File: src/rtl/cdb_arbiter_if.sv
// Request/broadcast bundle between the functional units and the CDB arbiter.
// master = requester/consumer side, slave = arbiter side.
interface cdb_arbiter_if #(
  parameter int unsigned NUM_REQ = 4,
  parameter int unsigned TAG_W   = 6,
  parameter int unsigned DATA_W  = 32
);
  logic [NUM_REQ-1:0]        req_valid;
  logic [NUM_REQ*TAG_W-1:0]  req_tag;
  logic [NUM_REQ*DATA_W-1:0] req_data;
  logic [NUM_REQ-1:0]        req_ready;
  logic                      cdb_valid;
  logic [TAG_W-1:0]          cdb_tag;
  logic [DATA_W-1:0]         cdb_data;
  logic [2:0]                cdb_src;

  modport master (
    output req_valid, req_tag, req_data,
    input  req_ready, cdb_valid, cdb_tag, cdb_data, cdb_src
  );

  modport slave (
    input  req_valid, req_tag, req_data,
    output req_ready, cdb_valid, cdb_tag, cdb_data, cdb_src
  );
endinterface

File: src/rtl/cdb_arbiter.sv
// Round-robin common-data-bus arbiter with registered tag/data broadcast.
// Optional per-unit saturating grant counters under CDB_GRANT_COUNT_EN.
module cdb_arbiter #(
  parameter int unsigned NUM_REQ = 4,
  parameter int unsigned TAG_W   = 6,
  parameter int unsigned DATA_W  = 32
) (
  input  logic               clk,
  input  logic               reset,
  input  logic               flush,
  cdb_arbiter_if.slave       bus,
  input  logic [2:0]         perf_sel,
  output logic [15:0]        perf_count
);

  logic [2:0]        rr_ptr_q, rr_ptr_d;
  logic              cdb_valid_q, cdb_valid_d;
  logic [TAG_W-1:0]  cdb_tag_q, cdb_tag_d;
  logic [DATA_W-1:0] cdb_data_q, cdb_data_d;
  logic [2:0]        cdb_src_q, cdb_src_d;

  logic              found;
  logic [2:0]        grant_idx;
  logic [3:0]        cand;

  // Walk candidates rr_ptr, rr_ptr+1, ... folding back below NUM_REQ.
  always_comb begin
    found     = 1'b0;
    grant_idx = '0;
    cand      = '0;
    if (!flush) begin
      for (int unsigned off = 0; off < NUM_REQ; off++) begin
        cand = {1'b0, rr_ptr_q} + 4'(off);
        if (cand >= 4'(NUM_REQ)) cand = cand - 4'(NUM_REQ);
        for (int unsigned i = 0; i < NUM_REQ; i++) begin
          if (!found && cand == 4'(i) && bus.req_valid[i]) begin
            found     = 1'b1;
            grant_idx = 3'(i);
          end
        end
      end
    end
  end

  always_comb begin
    bus.req_ready = '0;
    rr_ptr_d      = rr_ptr_q;
    cdb_valid_d   = found;
    cdb_tag_d     = cdb_tag_q;
    cdb_data_d    = cdb_data_q;
    cdb_src_d     = cdb_src_q;
    for (int unsigned i = 0; i < NUM_REQ; i++) begin
      if (found && grant_idx == 3'(i)) begin
        bus.req_ready[i] = 1'b1;
        cdb_tag_d        = bus.req_tag[i*TAG_W +: TAG_W];
        cdb_data_d       = bus.req_data[i*DATA_W +: DATA_W];
        cdb_src_d        = 3'(i);
        rr_ptr_d         = (i == NUM_REQ - 1) ? 3'd0 : 3'(i + 1);
      end
    end
  end

  always_ff @(posedge clk or posedge reset) begin
    if (reset) begin
      rr_ptr_q    <= '0;
      cdb_valid_q <= 1'b0;
      cdb_tag_q   <= '0;
      cdb_data_q  <= '0;
      cdb_src_q   <= '0;
    end else begin
      rr_ptr_q    <= rr_ptr_d;
      cdb_valid_q <= cdb_valid_d;
      cdb_tag_q   <= cdb_tag_d;
      cdb_data_q  <= cdb_data_d;
      cdb_src_q   <= cdb_src_d;
    end
  end

  assign bus.cdb_valid = cdb_valid_q;
  assign bus.cdb_tag   = cdb_tag_q;
  assign bus.cdb_data  = cdb_data_q;
  assign bus.cdb_src   = cdb_src_q;

`ifdef CDB_GRANT_COUNT_EN
  logic [15:0] cnt_q [NUM_REQ];
  logic [15:0] cnt_d [NUM_REQ];

  always_comb begin
    perf_count = '0;
    for (int unsigned i = 0; i < NUM_REQ; i++) begin
      cnt_d[i] = cnt_q[i];
      if (found && grant_idx == 3'(i) && cnt_q[i] != '1)
        cnt_d[i] = cnt_q[i] + 16'd1;
      if (perf_sel == 3'(i))
        perf_count = cnt_q[i];
    end
  end

  always_ff @(posedge clk or posedge reset) begin
    if (reset) begin
      for (int unsigned i = 0; i < NUM_REQ; i++) cnt_q[i] <= '0;
    end else begin
      for (int unsigned i = 0; i < NUM_REQ; i++) cnt_q[i] <= cnt_d[i];
    end
  end
`else
  logic unused_perf_sel;
  assign unused_perf_sel = ^perf_sel;
  assign perf_count      = '0;
`endif

endmodule

File: src/flat_wrapper.sv
// flat-port wrapper written by rule: the top's interface ports become plain ports
module cdb_arbiter_flat 
#(
  parameter int unsigned NUM_REQ = 4,
  parameter int unsigned TAG_W   = 6,
  parameter int unsigned DATA_W  = 32
)
  (clk, reset, flush, perf_sel, perf_count, bus_req_valid, bus_req_tag, bus_req_data, bus_req_ready, bus_cdb_valid, bus_cdb_tag, bus_cdb_data, bus_cdb_src);
  cdb_arbiter_if #(.NUM_REQ(NUM_REQ), .TAG_W(TAG_W), .DATA_W(DATA_W)) bus_i ();
  input  logic clk;
  input  logic reset;
  input  logic flush;
  input  logic [2:0] perf_sel;
  output logic [15:0] perf_count;
  input wire logic [$bits(bus_i.req_valid)-1:0] bus_req_valid;
  input wire logic [$bits(bus_i.req_tag)-1:0] bus_req_tag;
  input wire logic [$bits(bus_i.req_data)-1:0] bus_req_data;
  output wire logic [$bits(bus_i.req_ready)-1:0] bus_req_ready;
  output wire logic [$bits(bus_i.cdb_valid)-1:0] bus_cdb_valid;
  output wire logic [$bits(bus_i.cdb_tag)-1:0] bus_cdb_tag;
  output wire logic [$bits(bus_i.cdb_data)-1:0] bus_cdb_data;
  output wire logic [$bits(bus_i.cdb_src)-1:0] bus_cdb_src;
  assign bus_i.req_valid = bus_req_valid;
  assign bus_i.req_tag = bus_req_tag;
  assign bus_i.req_data = bus_req_data;
  assign bus_req_ready = bus_i.req_ready;
  assign bus_cdb_valid = bus_i.cdb_valid;
  assign bus_cdb_tag = bus_i.cdb_tag;
  assign bus_cdb_data = bus_i.cdb_data;
  assign bus_cdb_src = bus_i.cdb_src;
  cdb_arbiter #(.NUM_REQ(NUM_REQ), .TAG_W(TAG_W), .DATA_W(DATA_W)) u_core (.clk(clk), .reset(reset), .flush(flush), .bus(bus_i), .perf_sel(perf_sel), .perf_count(perf_count));
endmodule
File: config.mk
export PLATFORM = sky130hd
export DESIGN_NAME = cdb_arbiter_flat
export DESIGN_NICKNAME = d
export VERILOG_FILES = /design/src/rtl/cdb_arbiter_if.sv /design/src/rtl/cdb_arbiter.sv /design/src/flat_wrapper.sv
export SDC_FILE = /design/constraint.sdc
export NUM_CORES = 1
export LEC_CHECK = 0
export ABC_AREA = 0
export CAP_MARGIN = 25
export CORE_ASPECT_RATIO = 0.6
export CORE_MARGIN = 2
export CORE_UTILIZATION = 35
export DETAILED_ROUTE_END_ITERATION = 12
export PLACE_DENSITY = 0.87
export SYNTH_ARGS = -nofsm -noshare
export SYNTH_HDL_FRONTEND = slang
export SYNTH_SLANG_ARGS = --single-unit
export TNS_END_PERCENT = 20
File: constraint.sdc
create_clock -name clk -period 2.85 [get_ports clk]
set_clock_uncertainty 0.05 [all_clocks]
set_input_delay 0.855 -clock clk [delete_from_list [all_inputs] [get_ports clk]]
set_output_delay 0.855 -clock clk [all_outputs]
set_load 0.01 [all_outputs]
---- Yosys cells after proc, flatten, opt, wreduce, memory -nomap -nowiden ----
Index checks and enable logic that the tools add are counted.
cells by class
  add/sub/neg operators ................... 7
  multipliers ............................. 0
  div/mod/pow operators ................... 0
  magnitude comparators ................... 4
  equal/unequal tests ..................... 15
  shift operators ......................... 0
  mux-type cells .......................... 76
  bitwise logic cells ..................... 0
  reductions and logical operators ........ 56
operators by type and width
  cell                                                                   count
  32-bit 2-to-1 mux                                                      4
  1-bit 2-to-1 mux                                                       37
  1-bit logical AND                                                      35
  4-bit by 2-bit == test with 1-bit output, second input constant        8
  4-bit 2-to-1 mux                                                       8
  2-bit 2-to-1 mux                                                       14
  3-bit 2-to-1 mux                                                       9
  6-bit 2-to-1 mux                                                       4
  4-bit by 1-bit == test with 1-bit output, second input constant        4
  4-bit zero test                                                        4
  1-bit zero test                                                        15
  4-bit by 3-bit >= comparator with 1-bit output, second input constant  3
  4-bit by 3-bit subtractor with 4-bit output, second input constant     3
  3-bit by 2-bit adder with 4-bit output, second input constant          2
  3-bit by 2-bit == test with 1-bit output, second input constant        2
  3-bit by 1-bit adder with 4-bit output, second input constant          1
  4-bit nonzero test                                                     1
  3-bit by 3-bit subtractor with 4-bit output, second input constant     1
  3-bit by 1-bit == test with 1-bit output, second input constant        1
  3-bit >= comparator, second input constant                             1
  3-bit zero test                                                        1
storage, ports and cells
  bits in registers ....................... 45
  latch bits .............................. 0
  memory bits (writable) .................. 0
  ROM bits ................................ 0
  bits of input ports ..................... 162
  output and inout bits ................... 62
  word-level logic and storage cells ...... 163
  memories ................................ 0

---- Depth between registers and ports, before layout ----
Gate-level depths: netlist (run 1).
  word-level depth ........................ 88
  gate-level depth with buffers ........... 7
  mapped depth without buffers ............ 5

---- Worst setup path before layout (run 1) ----
No wires, ideal clock.
  path type ............................... input to output
  from .................................... in bus_req_valid[3]
  to ...................................... out bus_req_ready[1]
  arrival ................................. 1.776 ns
  data required time ...................... 1.945 ns
  path slack .............................. 0.169 ns
  cell stages on the path ................. 6
  path buffers ............................ 2
  path through ............................ nor2b_1 o21ai_2 and3_1 buf_2 buf_4 and3_1
on the way
  word-level cells in the longest chain between the ends .. 66
  elaborated cells between the ends (all ways) .. 80
ends and longest elaborated chain
  what                                      RTL line            text
  start, declared                           flat_wrapper.sv:15  input wire logic [$bits(bus_i.req_valid)-1:0] bus_req_valid;
  1-bit logical AND                         cdb_arbiter.sv:36   if (!found && cand == 4'(i) && bus.req_valid[i]) begin
  1-bit 2-to-1 mux                          cdb_arbiter.sv:36
  1-bit 2-to-1 mux                          cdb_arbiter.sv:31   if (!flush) begin
  1-bit zero test                           cdb_arbiter.sv:36
  1-bit logical AND (2 in a row)            cdb_arbiter.sv:36
  1-bit 2-to-1 mux                          cdb_arbiter.sv:36
  1-bit 2-to-1 mux                          cdb_arbiter.sv:31
  1-bit zero test                           cdb_arbiter.sv:36
  [... 48 more ...]                         -
  1-bit 2-to-1 mux                          cdb_arbiter.sv:31
  1-bit zero test                           cdb_arbiter.sv:36
  1-bit logical AND (2 in a row)            cdb_arbiter.sv:36
  2-bit 2-to-1 mux                          cdb_arbiter.sv:36
  3-bit 2-to-1 mux                          cdb_arbiter.sv:31
  3-bit by 1-bit == test with 1-bit output  cdb_arbiter.sv:53   if (found && grant_idx == 3'(i)) begin
  1-bit logical AND *                       cdb_arbiter.sv:53
  1-bit 2-to-1 mux *                        cdb_arbiter.sv:53
  end, declared                             flat_wrapper.sv:18  output wire logic [$bits(bus_i.req_ready)-1:0] bus_req_ready;
Mark *: on every way between the ends. The rest lies on a longest branch, timed or not. The select of a mux whose other input is x is not followed.

---- Worst setup path after layout (run 1) ----
  from .................................... in bus_req_valid[2]
  to ...................................... out bus_req_ready[1]
on the way
  word-level cells in the longest chain between the ends .. 71
  elaborated cells between the ends (all ways) .. 86
ends and longest elaborated chain
  what                                      RTL line
  1-bit logical AND                         cdb_arbiter.sv:36
  1-bit 2-to-1 mux                          cdb_arbiter.sv:36
  1-bit 2-to-1 mux                          cdb_arbiter.sv:31
  1-bit zero test                           cdb_arbiter.sv:36
  1-bit logical AND (2 in a row)            cdb_arbiter.sv:36
  1-bit 2-to-1 mux                          cdb_arbiter.sv:36
  1-bit 2-to-1 mux                          cdb_arbiter.sv:31
  1-bit zero test                           cdb_arbiter.sv:36
  [... 53 more ...]                         -
  1-bit 2-to-1 mux                          cdb_arbiter.sv:31
  1-bit zero test                           cdb_arbiter.sv:36
  1-bit logical AND (2 in a row)            cdb_arbiter.sv:36
  2-bit 2-to-1 mux                          cdb_arbiter.sv:36
  3-bit 2-to-1 mux                          cdb_arbiter.sv:31
  3-bit by 1-bit == test with 1-bit output  cdb_arbiter.sv:53
  1-bit logical AND *                       cdb_arbiter.sv:53
  1-bit 2-to-1 mux *                        cdb_arbiter.sv:53
Marked as above.

==> results.json, run 1 <==
{
  "status": "complete, no violations",
  "die_h_microns": 80.9,
  "relSlewSlack": 0.535,
  "die_area_sq_mm": 0.0107,
  "post-route-util": 0.591,
  "setup-tns-final_ps": 0,
  "finalCritPeriodShare": 0.984,
  "worstSkewPairLatency_ps": 280,
  "cp_cell_sequence": "clkdlybuf4s15_1 > nand2b_1 > a21o_1 > and3_4 > and3_1 > buf_2",
  "gp_congestion": 0.826,
  "critPathRequiredTime_ps": 1950,
  "synth_top_area_cell": "dfrtp_1",
  "leakage_nw": 2.35,
  "synth_top_family_by_area": "compound AO/OA/AOI/OAI gates",
  "dr.pass1.iters": 4,
  "n_antenna_cell": 0,
  "cts_buffer_depth": 2,
  "setup_viol": 0,
  "synthArstFlopShare": 1.00,
  "synth_edf_count": 0,
  "yosys_warnings": 0,
  "ctsHoldBuffers": 0,
  "htree_levels": 2,
  "drv_slew": 0,
  "fillers": 841,
  "clkSinkCount": 43,
  "power_density_mw_per_mm2": 659,
  "fin_nets": 715,
  "synthAdderAreaFrac": 0,
  "overflow": 0,
  "synthMuxAreaShare": 0.114,
  "io_pins": 224,
  "synth_top_area_frac": 0.312,
  "critical_path_arrival_ps": 1900,
  "yosysSeqAreaShare": 0.312,
  "drt-met1-wl_microns": 5210,
  "die_w_microns": 132,
  "grt_antenna_before_repair": 0,
  "syn_inst": 355,
  "slowest_delay_ps": 270,
  "synth-seq-cells": 43,
  "r2r_slack_ps": 740,
  "hold_class": "reg -> reg",
  "period_minus_slack_ps": 2800,
  "port_buffers": 203,
  "cts_root_buf": "clkbuf_16",
  "start_kind": "primary input",
  "worstSetupEndpointType": "primary output",
  "drive_above_1_share": 0.217,
  "synth_compound_area_frac": 0.353,
  "via_per_inst": 4.98,
  "syn_area_sq_mm": 0.00345,
  "grt_usage": 0.226,
  "wl_microns": 12100,
  "met3_length_microns": 979,
  "synth_area_per_cell_sq_um": 9.71,
  "synth.area.top_cells": "dfrtp_1 (31%), a211oi_2 (26%), mux2i_1 (11%)",
  "start_util": 0.355,
  "hold_viol": 0,
  "synth-main-ff-cell": "dfrtp_1",
  "drtIter0Drc": 97,
  "area_growth_pct": 66.4,
  "wl_met2_microns": 5880,
  "worstSetupPathType": "in -> out",
  "vias": 3428,
  "ys_types": 27,
  "cts_tree": "built",
  "grt_pass1_wl_microns": 19100,
  "core_sq_mm": 0.00970,
  "cp_slowest_cell": "clkdlybuf4s15_1",
  "layout_setup_ws_ps": 46.4,
  "wl_per_cell_microns": 17.6,
  "grt_max_degree": 40,
  "ant_nets": 0,
  "drc": 0,
  "top_layer": "met4",
  "fmax_mhz": 357,
  "placementRows": 28,
  "ir_worst_vdd_mv": 0.317,
  "dp_hpwl_microns": 8830,
  "clk_pin_slew_ps": 60,
  "path_max_fanout": 4,
  "worst_pin_slew_ps": 697,
  "post-place-ws_ps": -691,
  "synth-simple-area-share": 0.0744,
  "grt_pass1_vias": 3577,
  "synth_xor_area_frac": 0.00254,
  "max_cap_viol_count": 0,
  "whs_ps": 465,
  "numCtsBuffers": 5
}
==> timing repair <==
item | in CTS | in global routing
endpoints found under the setup margin | 4 | 2
gates resized for setup | 26 | 7
endpoints found under the hold margin | 0 | 0
pin swaps | 3 | 3
setup buffers | 0 | 4
==> final cells by class <==
| cell class | count | area (sq um) | area share |
|---|---|---|---|
| inverter | 41 | 154 | 0.0268 |
| tap | 135 | 169 | 0.0294 |
| clock buffer | 8 | 156 | 0.0273 |
| multi-input combinational | 236 | 1980 | 0.345 |
| sequential | 43 | 1080 | 0.188 |
| timing repair buffer | 226 | 2200 | 0.384 |
==> critical path, delay by kind of cell <==
kind,cells,cell delay [ps]
buffers and inverters,2,410
AND/OR/NAND/NOR,3,420
AO/OA/AOI/OAI,1,220
==> placed cells by master, fill, tap and decap left out, types with 2 or more instances in the layout <==
master | synthesis | layout
buf_12 | 0 | 2
buf_2 | 13 | 4
a21oi_1 | 4 | 2
clkbuf_16 | 0 | 5
a31oi_1 | 38 | 38
mux2i_1 | 38 | 38
a211oi_1 | 4 | 4
buf_4 | 19 | 22
nand3b_1 | 2 | 2
nor2_1 | 45 | 43
dfrtp_1 | 43 | 43
clkbuf_8 | 0 | 2
a211oi_2 | 72 | 72
and3_1 | 3 | 2
clkdlybuf4s50_1 | 0 | 194
conb_1 | 1 | 17
nand3_2 | 2 | 2
inv_1 | 41 | 40
==> through the flow <==
step	area, sq um	std cells	total power, mW
2_1_floorplan	3510	371	2.21
3_3_place_gp	5560	677	3.10
3_5_place_dp	5560	677	3.18
4_1_cts	5710	685	3.80
5_1_grt	5740	689	4.00
6_report	5740	689	3.78
==> cells in the mapped netlist (2+ instances only) <==
master and count:
buf_6 7, inv_1 41, a21oi_1 4, a211oi_2 72
a31oi_1 38, buf_2 13, clkbuf_4 2, nand3b_1 2
buf_4 19, nand3_2 2, nor2_1 45, a211oi_1 4
dfrtp_1 43, and3_1 3, clkbuf_1 10, o21ai_2 2
mux2i_1 38
==> flip-flops by register name (all words and copies together) (netlist names) <==
signal / flops
u_core.bus.cdb_data: 32
u_core.bus.cdb_src: 2
u_core.bus.cdb_tag: 6
u_core.bus.cdb_valid: 1
u_core.rr_ptr_q: 2
==> kinds of logic after synthesis <==
kind of cell	count (synthesis)
buffers and inverters	92
XOR/XNOR	1
other	1
AND/OR/NAND/NOR	57
multiplexers	39
AO/OA/AOI/OAI	122
flip-flops	43
==> metal layers <==
metal	global-route usage	vias up
met5	0	-
met4	0.0380	0
met2	0.411	151
li1	-	1645
met1	0.274	1628
met3	0.0649	4
==> where the power goes <==
| part | internal, mW | total [mW] | leakage, nW | switching (mW) |
|---|---|---|---|---|
| clock network | 0.374 | 0.611 | 0.0772 | 0.237 |
| logic | 1.11 | 2.18 | 1.80 | 1.07 |
| registers | 0.850 | 0.994 | 0.479 | 0.144 |
==> final timing paths <==
kind / from / to / cells past startpoint
setup / recovery: bus_req_valid[2] / bus_req_ready[1] / 6
hold / removal: u_core.bus.cdb_src[0]$_DFFE_PP0P_ / u_core.bus.cdb_src[0]$_DFFE_PP0P_ / 1
setup reg to reg: u_core.rr_ptr_q[1]$_DFFE_PP0P_ / u_core.bus.cdb_data[12]$_DFFE_PP0P_ / 6
hold reg to reg: u_core.bus.cdb_src[0]$_DFFE_PP0P_ / u_core.bus.cdb_src[0]$_DFFE_PP0P_ / 1
max in group asynchronous: reset / u_core.bus.cdb_data[20]$_DFFE_PP0P_ / 3
min in group asynchronous: reset / u_core.bus.cdb_data[15]$_DFFE_PP0P_ / 2
Power figures use the tool's default switching activity.
==> run 2: changes to the inputs <==
CORE_UTILIZATION = 37   (was 35)
PLACE_DENSITY = 0.91   (was 0.87)
==> run 2 against run 1 <==
  * The flow now finishes with violations (setup timing)
  * Sequential cell count stayed put
  * Combinational power is essentially flat
  * First-iteration DRC count grew 38%
  * Via count rose by 2.9%
  * Worst setup slack got worse by 47 ps
  * Count of clock-buffer cells in the layout is 1 lower
  * Hold slack got worse by 7.2 ps
  * Largest cell class unchanged
==> results.json, run 2 (synthesis gave the netlist of run 1 again) <==
{
  "mostFrequentLayoutCells": "clkdlybuf4s50_1 (194), a211oi_2 (72), nor2_1 (44)",
  "power_density_mw_per_mm2": 655,
  "cp_common_cell": "buf_4",
  "drv_slew": 0,
  "placementRows": 27,
  "setup_viol": 1,
  "period_minus_slack_ps": 2850,
  "largest_reg_flops": 32,
  "reg2reg_to": "u_core.bus.cdb_data[13]$_DFFE_PP0P_",
  "vias": 3528,
  "layout_setup_ws_ps": -0.246,
  "hold_viol": 0,
  "worstSetupEndpointType": "primary output",
  "r2r_cells": 7,
  "drc": 0,
  "htree_levels": 2,
  "max_cap_viol_count": 0,
  "ant_nets": 0,
  "cp_cell_sequence": "buf_4 > and3b_1 > o21ai_2 > buf_4 > nand3_4 > and3_4 > clkdlybuf4s15_2",
  "worstSetupPathType": "in -> out",
  "relSlewSlack": 0.537,
  "setup.worst_path.end": "bus_req_ready[0]",
  "ctsHoldBuffers": 0,
  "cp_num_buf_inv": 3,
  "top_layer": "met4",
  "slowest_delay_ps": 220,
  "critPathLaunch": "bus_req_valid[3]",
  "fin_nets": 715,
  "cts_tree": "built",
  "grt_antenna_before_repair": 0,
  "status": "finished with violations",
  "setup-tns-final_ps": -0.246,
  "worst_pin_slew_ps": 695,
  "drtIter0Drc": 134,
  "critical_path_arrival_ps": 1950,
  "rr_startpoint": "u_core.rr_ptr_q[1]$_DFFE_PP0P_",
  "gp_congestion": 0.861,
  "core_sq_mm": 0.00912,
  "post-place-ws_ps": -706,
  "cp_slowest_cell": "clkdlybuf4s15_2",
  "hold_class": "reg -> reg",
  "leakage_nw": 2.34,
  "cts_buffer_depth": 2,
  "via_per_inst": 5.27,
  "clk_pin_slew_ps": 60,
  "cts_root_buf": "clkbuf_16",
  "io_pins": 224,
  "grt_pass1_vias": 3713,
  "n_antenna_cell": 0,
  "start_kind": "primary input",
  "clkSinkCount": 43,
  "whs_ps": 458,
  "die_area_sq_mm": 0.0101,
  "port_buffers": 203,
  "crit_cells": 7,
  "die_w_microns": 129,
  "dp_hpwl_microns": 8910,
  "rsz0062_at_grt": "true",
  "grt_pass1_wl_microns": 19000,
  "violations": "setup timing",
  "path_max_fanout": 4,
  "fmax_mhz": 351,
  "grt_max_degree": 40,
  "ir_worst_vdd_mv": 0.303,
  "wl_microns": 12300,
  "drive_above_1_share": 0.215,
  "placed_cells": 660,
  "start_util": 0.378,
  "grt_usage": 0.240,
  "cp_top_family": "simple AND/OR/NAND/NOR gates",
  "worstSkewPairLatency_ps": 280,
  "drt-met1-wl_microns": 5160,
  "mostFrequentLayoutCell": "clkdlybuf4s50_1",
  "overflow": 0,
  "wl_met2_microns": 6000,
  "finalNonFillerCells": 670,
  "area_growth_pct": 65.6,
  "die_h_microns": 78.8,
  "r2r_slack_ps": 630,
  "finalCritPeriodShare": 1.00,
  "dr.pass1.iters": 4,
  "met3_length_microns": 957,
  "post-route-util": 0.626,
  "numCtsBuffers": 5,
  "critPathRequiredTime_ps": 1950,
  "wl_per_cell_microns": 18.3
}
run 2: cell count changes in the layout (fill, tap and decap cells not counted), sizes merged:
cell           previous run  this run
clkbuf                    9         7
dlygate4sd2               1         3
buf                      28        27
clkdlybuf4s15             1         2
clkinv                    0         1
dlymetal6s2s              1         0
run 2: metrics by stage:
stage               instance area, sq um  power (mW)
global route                        5710        3.96
CTS                                 5700        3.76
floorplan                           3510        2.21
finish                              5710        3.74
detailed placement                  5550        3.18
global placement                    5550        3.10
run 2: report_power, final:
| group | leakage, nW | total [mW] | switching (mW) | internal, mW |
|---|---|---|---|---|
| Combinational | 1.79 | 2.17 | 1.06 | 1.11 |
| Clock | 0.0679 | 0.558 | 0.234 | 0.324 |
| Sequential | 0.479 | 1.01 | 0.156 | 0.851 |
run 2: final cells by class:
cell class / instances / area (sq um)
Clock inverter: 1 / 5.00
Timing Repair Buffer: 226 / 2210
Multi-Input combinational cell: 236 / 1990
Inverter: 41 / 154
Tap cell: 116 / 145
Sequential cell: 43 / 1080
Clock buffer: 7 / 133
Fill cell: 747 / 3410
run 2: worst register-to-register path: cells and delay by family, from the launching register on:
family	cells	cell delay [ps]
AOI/OAI and AO/OA	3	510
buffers and inverters	2	720
DFF	1	440
and+or+nand+nor	2	420
run 2: worst min-delay path by stage:
stage                                            startpoint                           endpoint  slack [ps]  cells past startpoint
after floorplan              u_core.rr_ptr_q[0]$_DFFE_PP0P_     u_core.rr_ptr_q[0]$_DFFE_PP0P_         500                      2
after global placement    u_core.bus.cdb_src[0]$_DFFE_PP0P_  u_core.bus.cdb_src[0]$_DFFE_PP0P_         440                      1
after detailed placement  u_core.bus.cdb_src[0]$_DFFE_PP0P_  u_core.bus.cdb_src[0]$_DFFE_PP0P_         450                      1
after CTS                 u_core.bus.cdb_src[0]$_DFFE_PP0P_  u_core.bus.cdb_src[0]$_DFFE_PP0P_         460                      1
after global routing      u_core.bus.cdb_src[0]$_DFFE_PP0P_  u_core.bus.cdb_src[0]$_DFFE_PP0P_         470                      1
final                     u_core.bus.cdb_src[0]$_DFFE_PP0P_  u_core.bus.cdb_src[0]$_DFFE_PP0P_         460                      1
run 2: what timing repair did:
action,CTS,global route
cloned,0,0
buffers inserted,1,1
pin swaps,4,4
endpoints found under the setup margin,4,3
resized for setup,29,3
run 2: per-layer routing:
metal,vias up,GRT usage
li1,1651,-
met1,1701,0.282
met2,168,0.438
met3,8,0.0600
met4,0,0.0641
met5,-,0
